$ cat src/rtl/cipher_tx_serializer.sv
// cipher_tx_serializer: streams {cipher, tag} byte by byte into a UART transmitter
// using a load/busy handshake with a bounded wait for the busy acknowledge.
// Optional build macro TX_HEADER_EN prepends the header byte 0xA5 to every transfer.
module cipher_tx_serializer #(
  parameter int unsigned NB_CIPHER_BYTES = 184,
  parameter int unsigned NB_TAG_BYTES    = 16,
  parameter int unsigned ACK_TIMEOUT     = 15
) (
  input  logic                         clock_i,
  input  logic                         resetb_i,
  input  logic                         start_i,
  input  logic [NB_CIPHER_BYTES*8-1:0] cipher_i,
  input  logic [NB_TAG_BYTES*8-1:0]    tag_i,
  input  logic                         tx_busy_i,
  output logic [7:0]                   tx_byte_o,
  output logic                         load_o,
  output logic                         busy_o,
  output logic                         done_o
);

`ifdef TX_HEADER_EN
  localparam int unsigned NB_HDR   = 1;
  localparam logic [7:0]  HDR_BYTE = 8'hA5;
`else
  localparam int unsigned NB_HDR   = 0;
`endif
  localparam int unsigned NB_TOTAL = NB_CIPHER_BYTES + NB_TAG_BYTES + NB_HDR;
  localparam int unsigned W_BUF    = NB_TOTAL * 8;
  localparam int unsigned W_TMO    = (ACK_TIMEOUT > 1) ? $clog2(ACK_TIMEOUT) : 1;

  typedef enum logic [2:0] {
    IDLE,
    LOAD,
    WAIT_ACK,
    WAIT_IDLE,
    DONE
  } state_t;

  state_t             r_state;
  logic [W_BUF-1:0]   r_buf;
  logic [7:0]         r_cnt;
  logic [W_TMO-1:0]   r_tmo;

  logic [W_BUF-1:0]   w_capture;
  logic [7:0]         w_cur_byte;
  logic [7:0]         w_cnt_inc;
  logic               w_last;
  logic               w_ack_expired;

  // Snapshot layout: optional header in the top byte, then cipher, then tag
`ifdef TX_HEADER_EN
  assign w_capture = {HDR_BYTE, cipher_i, tag_i};
`else
  assign w_capture = {cipher_i, tag_i};
`endif

  // The byte to send is always the top byte of the shift buffer
  assign w_cur_byte    = r_buf[W_BUF-1 -: 8];
  // Byte counter saturates instead of wrapping
  assign w_cnt_inc     = (r_cnt == 8'hFF) ? r_cnt : r_cnt + 8'd1;
  assign w_last        = (w_cnt_inc == 8'(NB_TOTAL));
  assign w_ack_expired = (r_tmo == W_TMO'(ACK_TIMEOUT - 1));

  // Transfer FSM with registered strobes and buffer/counter management
  always_ff @(posedge clock_i or negedge resetb_i) begin
    if (!resetb_i) begin
      r_state   <= IDLE;
      r_buf     <= '0;
      r_cnt     <= 8'd0;
      r_tmo     <= '0;
      tx_byte_o <= 8'h00;
      load_o    <= 1'b0;
      busy_o    <= 1'b0;
      done_o    <= 1'b0;
    end else begin
      load_o <= 1'b0;
      done_o <= 1'b0;
      case (r_state)
        IDLE: begin
          if (start_i) begin
            r_buf   <= w_capture;
            r_cnt   <= 8'd0;
            busy_o  <= 1'b1;
            r_state <= LOAD;
          end
        end
        LOAD: begin
          if (!tx_busy_i) begin
            tx_byte_o <= w_cur_byte;
            load_o    <= 1'b1;
            r_tmo     <= '0;
            r_state   <= WAIT_ACK;
          end
        end
        WAIT_ACK: begin
          if (tx_busy_i || w_ack_expired) begin
            r_state <= WAIT_IDLE;
          end else begin
            r_tmo <= r_tmo + W_TMO'(1);
          end
        end
        WAIT_IDLE: begin
          if (!tx_busy_i) begin
            r_buf <= r_buf << 8;
            r_cnt <= w_cnt_inc;
            if (w_last) begin
              done_o  <= 1'b1;
              r_state <= DONE;
            end else begin
              r_state <= LOAD;
            end
          end
        end
        DONE: begin
          busy_o  <= 1'b0;
          r_state <= IDLE;
        end
        default: begin
          busy_o  <= 1'b0;
          r_state <= IDLE;
        end
      endcase
    end
  end

endmodule

$ cat config.mk
export PLATFORM = sky130hd
export DESIGN_NAME = cipher_tx_serializer
export DESIGN_NICKNAME = d
export VERILOG_FILES = /design/src/rtl/cipher_tx_serializer.sv
export SDC_FILE = /design/constraint.sdc
export NUM_CORES = 2
export LEC_CHECK = 0
export ABC_AREA = 1
export CAP_MARGIN = 20
export CORE_AREA = 2 2 635 637
export DETAILED_ROUTE_END_ITERATION = 8
export DIE_AREA = 0 0 637 639
export DONT_BUFFER_PORTS = 1
export GPL_TIMING_DRIVEN = 0
export PLACE_DENSITY = 0.43
export SLEW_MARGIN = 25
export SYNTH_ARGS = -nofsm -noshare
export SYNTH_HDL_FRONTEND = slang
export SYNTH_SLANG_ARGS = --single-unit
$ cat constraint.sdc
create_clock -name clock_i -period 2 [get_ports clock_i]
set_input_delay 0.1 -clock clock_i [delete_from_list [all_inputs] [get_ports clock_i]]
set_output_delay 0.1 -clock clock_i [all_outputs]
set_load 0.02 [all_outputs]
==> flow_summary.ini <==
[status]
status = complete, but fails checks
violations = negative hold slack, negative setup slack

[critical_path]
critical_path.top_delay_family = buffers and inverters
critical_path_class = reg2reg
cp_num_buf_inv = 5
cp.arrival_ns = 3.10
critPathRequiredTime_ns = 2.77
crit_chain = buf_4 > nand2_8 > buf_16 > buf_4 > buf_2 > clkbuf_1 > nand2_1 > o21ai_0 > nand2_1 > o21ai_1
end_kind = register
cp_slowest_cell = clkbuf_1
startpoint_type = register
cp_max_fo = 10
cp_slowest_stage_delay_ns = 0.36
r2r_slack_ns = -0.32

[sta]
finalSetupViolCount = 1608
setup_slack_ns = -0.325
finClkSkew_ns = 0.0789
relSlewSlack_pct = 47.2
final_max_slew_viol_count = 0
min_period_ns = 2.32
hold_viol = 411
rsz0062_at_grt = yes
worstMarginPinSlew_ns = 0.791
fin_crit_sh_pct = 116
fmax_mhz = 430
whs_ns = -0.692

[synthesis]
synthXorXnorAreaFrac_pct = 0.0223
ys_types = 25
avgSynthCellArea_um2 = 7.51
synth_top_area_cell = dfrtp_1
synth_top_area_share_pct = 51.8
synth.area.top_cells = dfrtp_1, nand2_1, o21ai_0, inv_1, o21ai_1
syn-num-nets = 12064
muxShareOfSynthArea_pct = 0
synth_top_family_by_area = compound AO/OA/AOI/OAI gates
synth-seq-cells = 1626
synth_compound_area_share_pct = 20.5
synth-simple-area-share_pct = 15.7
synthAdderAreaFrac_pct = 0.0478
seq_area_frac_synth_pct = 51.8
yosys_warnings = 0
syn_area_um2 = 78500
syn_inst = 10457

[pwr]
p_leak_uw = 0.0557
powerDensity_nw_per_um2 = 1380
vdd_drop_max_mv = 0.795
total_power_uw = 167000

[clock_tree]
cts_tree = yes
cts_buffers = 206
cts.sinks = 1626
ctsLongestPathBuffers = 4
root_buffer = clkbuf_16
htreeDepth = 4
clk_pin_slew_ns = 0.06
worstSkewPairLatency_ns = 0.90

[detailed_routing]
drt_wl_total_mm = 414
vias = 83547
route.detailed.drc = 0
drtAntennaViolNets = 0
avgViaCountPerCell = 4.40
dr.pass1.iters = 8
wl_per_cell_um = 21.8
drt-initial-drc-count = 6750

[cells_and_area]
final_nets = 14904
drive_above_1_share_pct = 7.32
final_cell_area_um2 = 121000
fillers = 42255
layout-area-overhead-vs-synth_pct = 54.4
multi_input_area_um2 = 29000
register_area_um2 = 40700
final_core_util_pct = 30.2
layout_common_cells = nand2_1, dlygate4sd3_1, o21ai_0
mostFrequentLayoutCell = nand2_1

[floorplanning]
num_rows = 233
fp.dieArea_um2 = 407000
die_h_um = 639
fp.dieW_um = 637
core_area_um2 = 401000
start_util_pct = 19.6
ios = 1615

[hold_path]
hold_path_class = in2async

[global_routing]
grt-ovfl-total = 0
track_usage_pct = 19.5
grt_pass1_wl_mm = 592
antenna_found_initial = 293
grt_max_degree = 149
grt_pass1_vias = 85901

[placed_design]
io_buffer_count = 0
place_hpwl_mm = 297
place_ws_ns = -2.91
placed_area_um2 = 85500
gp_congestion = 1.02

[job]
cap_violations = 0
[layer usage]
| layer | GRT usage [%] | wire (um) |
|---|---|---|
| met5 | 0 | 604 |
| met2 | 32.3 | 195000 |
| met1 | 23.7 | 168000 |
| met4 | 9.77 | 22500 |
| met3 | 4.52 | 28000 |
[kinds of logic (layout without fill, tap and decap cells)]
group                      Yosys count  after routing
AOI/OAI and AO/OA                 3218           3218
xor gates and xnor gates             2              2
adders and majority gates            3              3
buffers and inverters             2335           5326
DFF                               1626           1626
other                                0            238
and+or+nand+nor                   3273           3273
[where the power goes]
part           switching, uW  internal [uW]
Combinational          51000          24600
Clock                  16100          22700
Sequential              4140          48600
Total                  71300          95800
[registers in the layout, summed over array words and instances, names as in the netlist]
signal and count:
busy_o 1, tx_byte_o 8, r_buf 1600, done_o 1
r_cnt 8, r_state 3, load_o 1, r_tmo 4
[layout make-up]
cell class / count / share of cell area (%)
well taps: 5287 / 5.46
inverters: 1621 / 5.02
flip-flops and latches: 1626 / 33.6
diodes: 238 / 0.491
multi-input cells: 6496 / 23.9
clock buffers: 303 / 4.98
plain buffers: 713 / 3.56
repair buffers: 2633 / 22.3
clock inverters: 56 / 0.697
[what timing repair did]
| action | 4_1_cts | 5_1_grt |
|---|---|---|
| hold buffers | 2578 | 2 |
| gates resized for setup | 385 | 422 |
| pin swaps | 10 | 2 |
| setup buffers | 18 | 4 |
| endpoints found under the hold margin | 2141 | 413 |
| gates cloned | 15 | 3 |
| setup endpoints to repair | 2214 | 1900 |
[worst reg2reg max path, stage by stage (launching register included)]
cell and delay, ns:
dfrtp_1 0.35, buf_4 0.18, nand2_8 0.18, buf_16 0.16, buf_4 0.16, buf_2 0.27
clkbuf_1 0.36, nand2_1 0.13, o21ai_0 0.21, nand2_1 0.11, o21ai_1 0.09
[through the flow]
step	TNS [ns]	instances
after global routing	-474.85	18919
final	-238.97	18973
after global placement	-2276.37	15744
after floorplan	0	10457
after detailed placement	-2697.58	15758
after CTS	-493.85	18727
[path summary, 6_finish.rpt]
check / start / end / depth (start not counted)
hold reg to reg: r_tmo[2] / r_tmo[2] / 1
setup / recovery: r_state[1] / r_buf[198] / 10
setup reg to reg: r_state[1] / r_buf[198] / 10
hold / removal: resetb_i / r_buf[10] / 1
min in group clock_i: tag_i[6] / r_buf[6] / 3
max in group asynchronous: resetb_i / r_buf[1120] / 9
[cells in the mapped netlist, drive strengths merged]
cell type and n:
nand2 3231, o21ai 3208, dfrtp 1626, inv 1621
clkbuf 411, buf 303, nand3 21, nor2 16
o22ai 6, a21oi 3, ha 3, nand4 3
xor2 2, and2 1, nor3 1, o211ai 1
No activity file was read; power rests on OpenSTA's default activity.
